**src/rtl/bp_common_cfg_link_pkg.sv**
```systemverilog
// Shared constants and types for the processor-configuration link.
// Header beat: magic in the top byte, config id in the low bits.
package bp_common_cfg_link_pkg;

   localparam int unsigned cfg_magic_width_gp = 8;
   localparam logic [cfg_magic_width_gp-1:0] cfg_magic_gp = 8'hC5;
   localparam int unsigned cfg_hdr_id_lsb_gp  = 0;

   typedef enum logic [1:0] {
      e_cfg_err_none  = 2'd0,
      e_cfg_err_magic = 2'd1,
      e_cfg_err_csum  = 2'd2
   } bp_cfg_link_err_e;

   typedef enum logic [1:0] {
      e_idle    = 2'd0,
      e_payload = 2'd1,
      e_check   = 2'd2,
      e_error   = 2'd3
   } bp_cfg_link_state_e;

endpackage

```
**src/rtl/bp_proc_cfg_deserializer.sv**
```systemverilog
// Reassembles a header/payload/checksum beat stream into a proc-param record
// and commits it atomically to the outputs only when the checksum matches.
module bp_proc_cfg_deserializer
   import bp_common_cfg_link_pkg::*;
#(
   parameter int unsigned cfg_width_p   = 96,
   parameter int unsigned chunk_width_p = 32,
   parameter int unsigned lg_max_cfgs_p = 7
) (
   input  logic                     clk_i,
   input  logic                     reset_i,
   input  logic [chunk_width_p-1:0] data_i,
   input  logic                     v_i,
   output logic                     ready_o,
   input  logic                     clear_i,
   output logic [cfg_width_p-1:0]   cfg_o,
   output logic [lg_max_cfgs_p-1:0] cfg_id_o,
   output logic                     cfg_v_o,
   output logic                     commit_o,
   output logic                     busy_o,
   output logic [1:0]               err_o
);

   localparam int unsigned num_beats_lp    = (cfg_width_p + chunk_width_p - 1) / chunk_width_p;
   localparam int unsigned shadow_width_lp = num_beats_lp * chunk_width_p;
   localparam int unsigned cnt_width_lp    = (num_beats_lp > 1) ? $clog2(num_beats_lp) : 1;

   bp_cfg_link_state_e           r_state, w_state_n;
   bp_cfg_link_err_e             r_err, w_err_n;
   logic [cnt_width_lp-1:0]      r_cnt, w_cnt_n;
   logic [chunk_width_p-1:0]     r_acc, w_acc_n;
   logic [shadow_width_lp-1:0]   r_shadow, w_shadow_n;
   logic [lg_max_cfgs_p-1:0]     r_id, w_id_n;
   logic [cfg_width_p-1:0]       r_cfg, w_cfg_n;
   logic [lg_max_cfgs_p-1:0]     r_cfg_id, w_cfg_id_n;
   logic                         r_cfg_v, w_cfg_v_n;
   logic                         r_commit, w_commit_n;
   logic                         r_busy, w_busy_n;
   logic                         r_ready, w_ready_n;

   logic w_accept, w_magic_ok, w_last;

   assign w_accept   = v_i & r_ready;
   assign w_magic_ok = (data_i[chunk_width_p-1 -: cfg_magic_width_gp] == cfg_magic_gp);
   assign w_last     = (r_cnt == cnt_width_lp'(num_beats_lp - 1));

   // Next-state and next-output logic; ready/busy are registered from the next state.
   always_comb begin
      w_state_n  = r_state;
      w_err_n    = r_err;
      w_cnt_n    = r_cnt;
      w_acc_n    = r_acc;
      w_shadow_n = r_shadow;
      w_id_n     = r_id;
      w_cfg_n    = r_cfg;
      w_cfg_id_n = r_cfg_id;
      w_cfg_v_n  = r_cfg_v;
      w_commit_n = 1'b0;

      case (r_state)
         e_idle: begin
            if (w_accept) begin
               if (w_magic_ok) begin
                  w_id_n    = data_i[cfg_hdr_id_lsb_gp +: lg_max_cfgs_p];
                  w_cnt_n   = '0;
                  w_acc_n   = '0;
                  w_state_n = e_payload;
               end else begin
                  w_err_n   = e_cfg_err_magic;
                  w_state_n = e_error;
               end
            end
         end
         e_payload: begin
            if (w_accept) begin
               for (int unsigned k = 0; k < num_beats_lp; k++) begin
                  if (r_cnt == cnt_width_lp'(k)) begin
                     w_shadow_n[k*chunk_width_p +: chunk_width_p] = data_i;
                  end
               end
               w_acc_n = r_acc ^ data_i;
               w_cnt_n = r_cnt + cnt_width_lp'(1);
               if (w_last) begin
                  w_state_n = e_check;
               end
            end
         end
         e_check: begin
            if (w_accept) begin
               if (data_i == r_acc) begin
                  w_cfg_n    = r_shadow[cfg_width_p-1:0];
                  w_cfg_id_n = r_id;
                  w_cfg_v_n  = 1'b1;
                  w_commit_n = 1'b1;
                  w_state_n  = e_idle;
               end else begin
                  w_err_n   = e_cfg_err_csum;
                  w_state_n = e_error;
               end
            end
         end
         e_error: begin
            if (clear_i) begin
               w_err_n   = e_cfg_err_none;
               w_state_n = e_idle;
            end
         end
         default: begin
            w_state_n = e_idle;
         end
      endcase

      w_ready_n = (w_state_n != e_error);
      w_busy_n  = (w_state_n == e_payload) || (w_state_n == e_check);
   end

   always_ff @(posedge clk_i) begin
      if (reset_i) begin
         r_state  <= e_idle;
         r_err    <= e_cfg_err_none;
         r_cnt    <= '0;
         r_acc    <= '0;
         r_shadow <= '0;
         r_id     <= '0;
         r_cfg    <= '0;
         r_cfg_id <= '0;
         r_cfg_v  <= 1'b0;
         r_commit <= 1'b0;
         r_busy   <= 1'b0;
         r_ready  <= 1'b1;
      end else begin
         r_state  <= w_state_n;
         r_err    <= w_err_n;
         r_cnt    <= w_cnt_n;
         r_acc    <= w_acc_n;
         r_shadow <= w_shadow_n;
         r_id     <= w_id_n;
         r_cfg    <= w_cfg_n;
         r_cfg_id <= w_cfg_id_n;
         r_cfg_v  <= w_cfg_v_n;
         r_commit <= w_commit_n;
         r_busy   <= w_busy_n;
         r_ready  <= w_ready_n;
      end
   end

   assign ready_o  = r_ready;
   assign cfg_o    = r_cfg;
   assign cfg_id_o = r_cfg_id;
   assign cfg_v_o  = r_cfg_v;
   assign commit_o = r_commit;
   assign busy_o   = r_busy;
   assign err_o    = r_err;

endmodule
```
**config.mk**
```make
export PLATFORM = sky130hd
export DESIGN_NAME = bp_proc_cfg_deserializer
export DESIGN_NICKNAME = d
export VERILOG_FILES = /design/src/rtl/bp_common_cfg_link_pkg.sv /design/src/rtl/bp_proc_cfg_deserializer.sv
export SDC_FILE = /design/constraint.sdc
export NUM_CORES = 1
export LEC_CHECK = 0
export ABC_CLOCK_PERIOD_IN_PS = 2800
export BUFFER_PORTS_ARGS = -buffer_cell sky130_fd_sc_hd__buf_2
export CAP_MARGIN = 30
export CORE_MARGIN = 8
export CORE_UTILIZATION = 57
export CTS_BUF_LIST = sky130_fd_sc_hd__clkbuf_16
export CTS_CLUSTER_SIZE = 12
export DETAILED_ROUTE_END_ITERATION = 16
export PLACE_DENSITY = 0.82
export SLEW_MARGIN = 25
export SYNTH_ARGS = -nofsm -noshare
export SYNTH_HDL_FRONTEND = slang
export SYNTH_SLANG_ARGS = --single-unit
```
**constraint.sdc**
```tcl
create_clock -name clk_i -period 2.8 [get_ports clk_i]
set_input_delay 0.28 -clock clk_i [delete_from_list [all_inputs] [get_ports clk_i]]
set_output_delay 0.28 -clock clk_i [all_outputs]
set_load 0.03 [all_outputs]
```
* Word-level counts from Yosys, hierarchy flattened
Cells that the tools add are included.
** Storage, ports and cells
- Bits in registers :: 248
- Word-level logic and storage cells :: 72
** Cells by class
- $add $sub $neg :: 1
- Eq/ne operators :: 17
- Mux-type cells :: 23
- Bitwise logic cells :: 4
- Reduce and logical (&&, ||, !) cells :: 13
** Operators with widths (number)
- $mux W32 :: 3
- $pmux W32 S2 :: 1
- $eq A32 B32 Y1 :: 1
- $xor A32 B32 Y32 :: 1
- $mux W2 :: 15
- $ne A2 B2 Y1 const B :: 8
- $reduce_and A3 Y1 :: 5
- $eq A2 B2 Y1 const B :: 4
- $eq A8 B8 Y1 const B :: 1
- $pmux W2 S4 :: 1
- $eq A2 B1 Y1 const B :: 3
- $pmux W2 S3 :: 1
- $reduce_and A6 Y1 :: 1
- $logic_not A2 Y1 :: 2
- $pmux W2 S2 :: 1
- $reduce_and A4 Y1 :: 1
- $reduce_bool A3 Y1 :: 1
- $reduce_or A3 Y1 :: 1
- $add A2 B1 Y2 const B :: 1
- $not A1 Y1 :: 2
- $reduce_bool A2 Y1 :: 1
- $and A1 B1 Y1 :: 1
- $logic_or A1 B1 Y1 :: 1
- $mux W1 :: 1

* Depth between registers and ports, before layout
Gate-level depths: netlist of run 1.
- Word-level depth :: 6
- Mapped depth :: 10

* Worst setup path before layout of run 1
Ideal clock, no wire load.
- Path type :: in2reg
- From :: input data_i[26]
- To :: register r_busy (netlist: busy_o)
- Setup time :: 0.128 ns
- Arrival :: 2.317 ns
- Required time :: 2.672 ns
- Setup slack :: 0.356 ns
- Stages :: 10
- Buffers on the path :: 3
- Cells stage by stage :: clkbuf_1 > xnor2_1 > nand4_1 > or4_1 > buf_2 > buf_6 > o31ai_1 > o21ai_0 > ha_1 > nor2b_1
** On the way
- Cells in the longest elaborated chain, start to end :: 6
- Elaborated cells between the ends (all ways) :: 10
- Classes of those cells :: eq/ne: 4; mux: 5; reduce/logical: 1
** Ends and longest elaborated chain
- start, declared :: line bp_proc_cfg_deserializer.sv:12 : input logic [chunk_width_p-1:0] data_i,
- $eq A32 B32 Y1 / $eq A8 B8 Y1 (equally long branches) :: line bp_proc_cfg_deserializer.sv:90, bp_proc_cfg_deserializer.sv:44
- $mux W2 (on tied branches) :: line bp_proc_cfg_deserializer.sv:90, bp_proc_cfg_deserializer.sv:63
- $mux W2 (on tied branches) :: line bp_proc_cfg_deserializer.sv:89, bp_proc_cfg_deserializer.sv:62
- $pmux W2 S4 * :: line bp_proc_cfg_deserializer.sv:60 : case (r_state)
- $eq A2 B1 Y1 / $eq A2 B2 Y1 (equally long branches) :: line bp_proc_cfg_deserializer.sv:114 : w_busy_n = (w_state_n == e_payload) || (w_state_n == e_check);
- $logic_or A1 B1 Y1 * :: line bp_proc_cfg_deserializer.sv:114
- via w_busy_n :: line bp_proc_cfg_deserializer.sv:38 : logic r_busy, w_busy_n;
- end signal, assigned :: line bp_proc_cfg_deserializer.sv:142 : r_busy <= w_busy_n;
- end, declared :: line bp_proc_cfg_deserializer.sv:38
The timed path passes the listed nets; every way through them passes the cells marked *.
A chain may end at the register's enable or synchronous reset.

* Final worst setup path of run 1
- From :: register r_acc[16]
- To :: register r_cfg[64] (netlist: cfg_o[64])
** On the way
- Cells in the longest elaborated chain, start to end :: 2
** Ends and longest elaborated chain
- start, declared :: line bp_proc_cfg_deserializer.sv:31 : logic [chunk_width_p-1:0] r_acc, w_acc_n;
- start signal, assigned :: line bp_proc_cfg_deserializer.sv:135 : r_acc <= w_acc_n;
- $eq A32 B32 Y1 :: line bp_proc_cfg_deserializer.sv:90 : if (data_i == r_acc) begin
- $reduce_and A3 Y1 (no line)
- end signal, assigned :: line bp_proc_cfg_deserializer.sv:138 : r_cfg <= w_cfg_n;
- end, declared :: line bp_proc_cfg_deserializer.sv:34 : logic [cfg_width_p-1:0] r_cfg, w_cfg_n;
No other way between the ends.

==> results of run 1 <==
==> Yosys cell counts <==
library cell    n
o21ai_0        34
o32ai_1         3
dfxtp_1       248
ha_1            9
clkinv_1        1
a211oi_2        1
nand4_1       111
a21o_1          3
o311ai_0        1
nand2_1       201
nand3_1         7
buf_2          21
buf_1          10
nor2_1         46
and3_1          5
nor2b_1         3
xnor2_1        32
nand2b_1        1
o211a_1         1
a2111o_1        1
and4bb_2        2
and2_1          1
mux2_2          1
o2bb2ai_1       1
buf_6           6
clkbuf_1      105
mux2i_1         8
nor3_1          2
a21oi_1       233
nand3b_1       32
buf_4           1
nor4_2          2
or4_1           2
o31ai_1       104
inv_1           6
==> per-stage QoR <==
step / cell area, um^2 / hold WS (ns) / setup slack, ns
after floorplan: 10300 / 0.408 / 0.356
after global placement: 11200 / 0.433 / 0.209
after detailed placement: 11200 / 0.441 / 0.119
after CTS: 11900 / 0.0765 / 0.221
after global routing: 11900 / 0.102 / 0.0542
final: 11900 / 0.0841 / 0.174
==> worst reg2reg max path: stages (launching register included) <==
cell     delay (ns)
dfxtp_1        0.39
xnor2_1        0.15
nand4_1        0.23
or4_4          0.59
buf_4          0.37
buf_12         0.30
o31ai_1        0.35
a21oi_1        0.11
==> power breakdown <==
part / internal (mW) / switching [mW] / total (mW)
logic: 0.434 / 0.974 / 1.41
registers: 3.66 / 0.0844 / 3.74
clock network: 1.59 / 1.33 / 2.92
==> how the worst max path moves through the flow <==
stage	start	to	slack (ns)
6_report	r_acc[16]	cfg_o[64]	0.17
5_1_grt	r_acc[16]	cfg_o[35]	0.05
4_1_cts	r_acc[16]	cfg_o[64]	0.22
3_5_place_dp	data_i[12]	cfg_o[50]	0.12
3_3_place_gp	data_i[12]	r_state[0]	0.21
2_1_floorplan	data_i[26]	busy_o	0.36
==> placed cells by master, fill, tap and decap left out, types with 3 or more instances in the layout <==
cell type | Yosys | layout
clkbuf_16 | 0 | 25
and3_1 | 5 | 4
clkinv_2 | 0 | 4
buf_12 | 0 | 8
dfxtp_1 | 248 | 248
nand3b_1 | 32 | 32
a21o_1 | 3 | 3
mux2i_1 | 8 | 8
ha_1 | 9 | 9
nor2_1 | 46 | 46
o32ai_1 | 3 | 3
a21oi_1 | 233 | 233
nand4_1 | 111 | 111
nand3_1 | 7 | 7
nor2b_1 | 3 | 3
buf_4 | 1 | 40
buf_2 | 21 | 143
xnor2_1 | 32 | 32
nand2_1 | 201 | 200
o21ai_0 | 34 | 34
inv_1 | 6 | 10
o31ai_1 | 104 | 104
==> cells by family (layout without fill, tap and decap cells) <==
logic type,after synthesis,after routing,synth area share (%)
buf+inv,150,234,6.17
fa+ha+maj,9,9,1.09
mux,9,9,0.883
xor+xnor,32,32,2.71
compound gates,382,382,21.4
simple gates,415,415,19.7
flops,248,248,48.0
==> metal layers <==
metal / vias to the layer above / GRT usage (%)
met4: 0 / 11.7
met1: 4598 / 36.5
met5: - / 0
met2: 536 / 40.1
li1: 4567 / -
met3: 93 / 5.71
==> sequential cells by signal, summed over array words and instances, names as in the netlist <==
register	cells
ready_o	1
r_state	2
r_shadow	96
cfg_id_o	7
cfg_v_o	1
r_cnt	2
commit_o	1
r_acc	32
err_o	2
cfg_o	96
busy_o	1
r_id	7
==> layout make-up <==
class,count,area (um^2)
timing repair buffer,193,1200
clock inverter,9,43.8
sequential,248,4960
inverter,7,26.3
clock buffer,25,626
tap,229,287
fill,1486,5980
multi-input combinational,847,4770
==> impl_metrics.toml, run 1 <==
[global_route]
grt_usage_pct = 26.8
grt_pass1_vias = 9034
overflow = 0
grt_first_pass_wirelength_mm = 49.0
antenna_found_initial = 0
grt_max_degree = 105

[synth]
synth_cell_type_count = 35
ys_seq_area_share_pct = 48.0
avgSynthCellArea_um2 = 8.30
synth_top_area_share_pct = 48.0
synth_top_area_cell = "dfxtp_1"
syn_inst = 1245
synth_area_um2 = 10300
synth_top_cells_by_area = "dfxtp_1, a21oi_1, o31ai_1"
yosys_warnings = 0
synth_seq_cells = 248
syn_nets = 1290

[critical_path]
worstPathCellList = "xnor2_1 -> nand4_1 -> or4_4 -> buf_4 -> buf_12 -> o31ai_1 -> a21oi_1"
slowest_delay_ns = 0.59
end_kind = "flip-flop"
worstReg2RegEnd = "cfg_o[64]"
worst_setup_path_start_kind = "flip-flop"
rr_startpoint = "r_acc[16]"
crit_family = "simple AND/OR/NAND/NOR gates"
reg2reg_depth = 7
arrival_ns = 3.01
worst-path-stages = 7
path_max_fanout = 64
path_class = "reg -> reg"
required_ns = 3.18
crit_slowest_cell = "or4_4"
reg2reg_slack_ns = 0.17
critPathBufInv = 2

[timing]
maxSlewHeadroom_pct = 38.5
final.setup.tns_ns = 0
fmax_mhz = 381
finalHoldViolCount = 0
grt_setup_unrepaired = "false"
finClkSkew_ns = 0.0123
worstMarginPinSlew_ns = 0.923
setup_viol_count_final = 0
min_period_over_period_pct = 93.8
slew_violations = 0
period_needed_ns = 2.63

[route]
viasPerCell = 6.29
num_vias = 9794
dr_wl_met2_mm = 13.9
wl_mm = 31.5
wl_met3_mm = 3.46
wire_per_inst_um = 20.2
wl_met1_mm = 12.8
ant_nets = 0
routed.top_layer = "met4"
drt_iter0_markers = 1203
dr.pass1.iters = 5
drc = 0

[hold_path]
min_path_cells = 3
min_path_type = "in -> reg"
hold_path_end = "r_shadow[63]"
hold_start = "data_i[31]"

[clock_network]
clock-sinks = 248
ctsLongestPathBuffers = 3
cts_setup_buffers = 0
htree_levels = 1
hold_buffers = 0
ctsResizeCount = 0
clkTransAtPathRegs_ns = 0.06
cts_tree = "done"
cts_buffers = 25
clk_latency_ns = 0.53
cts_root_buf = "clkbuf_16"

[power]
p_leak_nw = 4.23
p_per_area_nw_per_um2 = 677
peakVddDrop_v = 0.000476
total_power_mw = 8.07

[floorplanning]
boundaryPins = 145
core_um2 = 17900
die_w_um = 151
die_h_um = 151
dieArea_um2 = 22700
start_util_pct = 57.8
rows = 49

[layout]
area_growth_pct = 15.3
final_cell_count_no_fill = 1558
postLayoutCoreUtil_pct = 66.6
n_antenna_cell = 0
final_nets = 1367
drive_gt1_share_pct = 17.5

[placed_design]
hpwl_mm = 20.0
dp.cells = 1524
place.gp.congestion = 0.938
port_buffers = 144

[flow_run]
drv_cap = 0

[run_status]
status = "complete, no violations"
Note: power is estimated with default switching activity, not from simulation.
==> run 2: changes to the inputs <==
--- a/config.mk
+++ b/config.mk
@@ -6,14 +6,14 @@
 export NUM_CORES = 1
 export LEC_CHECK = 0
 export ABC_CLOCK_PERIOD_IN_PS = 2800
-export BUFFER_PORTS_ARGS = -buffer_cell sky130_fd_sc_hd__buf_2
 export CAP_MARGIN = 30
-export CORE_MARGIN = 8
-export CORE_UTILIZATION = 57
+export CORE_UTILIZATION = 60
 export CTS_BUF_LIST = sky130_fd_sc_hd__clkbuf_16
 export CTS_CLUSTER_SIZE = 12
 export DETAILED_ROUTE_END_ITERATION = 16
-export PLACE_DENSITY = 0.82
+export DONT_BUFFER_PORTS = 1
+export PLACE_DENSITY = 0.79
+export REMOVE_ABC_BUFFERS = 1
 export SLEW_MARGIN = 25
 export SYNTH_ARGS = -nofsm -noshare
 export SYNTH_HDL_FRONTEND = slang
==> impl_metrics.toml, run 2 (synthesis gave the netlist of run 1 again) <==
[run_status]
status = "complete, no violations"

[power]
power.share.clock_pct = 37.2
p_leak_nw = 4.29
p_comb_share_pct = 17.0
p_seq_share_pct = 45.8
cell_internal_pwr_mw = 5.87
switching_share_pct = 29.2
peakVddDrop_v = 0.000543
p_switching_mw = 2.42
total_power_mw = 8.29
p_per_area_nw_per_um2 = 664

[layout]
n_antenna_cell = 0
final_common_cell = "dfxtp_1"
layout_common_cells = "dfxtp_1, a21oi_1, nand2_1, dlygate4sd3_1, nand4_1"
multi_input_area_um2 = 4830
final_nets = 1337
area_growth_pct = 20.7
postLayoutCoreUtil_pct = 74.7
seq_area_um2 = 4960
fillerInstances = 1184
drive_gt1_share_pct = 6.83

[critical_path]
reg2reg_slack_ns = 0.09
crit_slowest_cell = "or4_4"
required_ns = 3.21
slowest_delay_ns = 0.66
arrival_ns = 3.12
end_kind = "flip-flop"
worstPathCellList = "xnor2_1 -> nand4_1 -> or4_4 -> buf_8 -> o31ai_2 -> a21oi_1 -> dlygate4sd3_1"
path_class = "reg -> reg"
worst_setup_path_start_kind = "flip-flop"
path_max_fanout = 43

[floorplanning]
dieArea_um2 = 17800
core_um2 = 16700
boundaryPins = 145
start_util_pct = 61.9
die_w_um = 133
die_h_um = 133
rows = 47

[route]
dr.pass1.iters = 8
ant_nets = 0
num_vias = 9879
drt_iter0_markers = 919
drc = 0
viasPerCell = 6.48
wire_per_inst_um = 20.6
wl_mm = 31.4

[clock_network]
ctsLongestPathBuffers = 3
cts_buffers = 26
clock-sinks = 248
clk_latency_ns = 0.53
cts_tree = "done"
htree_levels = 1
cts_root_buf = "clkbuf_16"
clkTransAtPathRegs_ns = 0.06

[global_route]
grt_pass1_vias = 9793
grt_usage_pct = 34.5
grt_max_degree = 143
grt_first_pass_wirelength_mm = 50.1
antenna_found_initial = 0
overflow = 0

[placed_design]
preCtsSetupSlack_ns = 0.403
port_buffers = 0
place.gp.congestion = 0.818
hpwl_mm = 15.6

[timing]
period_needed_ns = 2.71
final.setup.tns_ns = 0
grt_setup_unrepaired = "true"
finClkSkew_ns = 0.00927
setup_viol_count_final = 0
worstMarginPinSlew_ns = 0.676
maxSlewHeadroom_pct = 55.0
finalHoldViolCount = 0
layout_setup_ws_ns = 0.0863
slew_violations = 0
fmax_mhz = 368
holdWs_ns = 0.0150
min_period_over_period_pct = 96.9

[flow_run]
drv_cap = 0

[hold_path]
min_path_type = "in -> reg"
==> run 2: cell types whose count changed in the layout (fill, tap and decap cells not counted), sizes merged <==
cell	change
buf	-157
dlygate4sd3	+126
inv	+3
clkbuf	+2
clkinv	+1
==> run 2: power by group through the flow <==
stage          combinational (mW)  sequential [mW]  clock, mW
2_1_floorplan               0.750             3.84          0
3_3_place_gp                 1.15             3.86          0
3_5_place_dp                 1.18             3.87          0
4_1_cts                      1.33             3.79       3.08
5_1_grt                      1.51             3.81       3.25
6_report                     1.41             3.80       3.09
==> run 2: final timing paths <==
path,start,endpoint,cells after the start
setup / recovery,r_acc[19],cfg_o[25],7
hold / removal,data_i[30],r_acc[30],3
setup reg to reg,r_acc[19],cfg_o[25],7
hold reg to reg,r_shadow[38],r_shadow[38],2
==> run 2: stage by stage <==
stage          std cells  cell area, um^2
6_report            1524            12500
5_1_grt             1524            12500
4_1_cts             1517            12400
3_5_place_dp        1350            10300
3_3_place_gp        1350            10300
2_1_floorplan       1102             9730
==> run 2: routing by layer <==
layer  GRT usage [%]  wire length (um)  share of wire [%]  vias up
met4            13.6               954                3.0        0
met1            44.0             12500                 40     4762
met5               0                 0                  0        -
met2            56.8             14800                 47      507
met3            7.31              3080                9.8       90
li1                -                 -                  -     4520
==> run 2: area by class of cell <==
cell class,count,share of cell area [%]
clock inverter,13,0.461
tap,220,2.21
clock buffer,27,5.41
inverter,7,0.211
sequential,248,39.8
multi-input combinational,847,38.7
timing repair buffer,162,13.3
==> run 2: repair_timing <==
action                                 4_1_cts  5_1_grt
buffers inserted                             0        7
resized for setup                            0       18
endpoints found under the hold margin      248        0
setup endpoints to repair                    0       48
hold buffers                               127        0
==> run 2: worst max-delay path: cells and delay by family, from the launching register on <==
kind | cells | cell delay, ns
simple gates | 2 | 0.87
xor+xnor | 1 | 0.13
flops | 1 | 0.36
compound gates | 2 | 0.39
buf+inv | 2 | 0.80
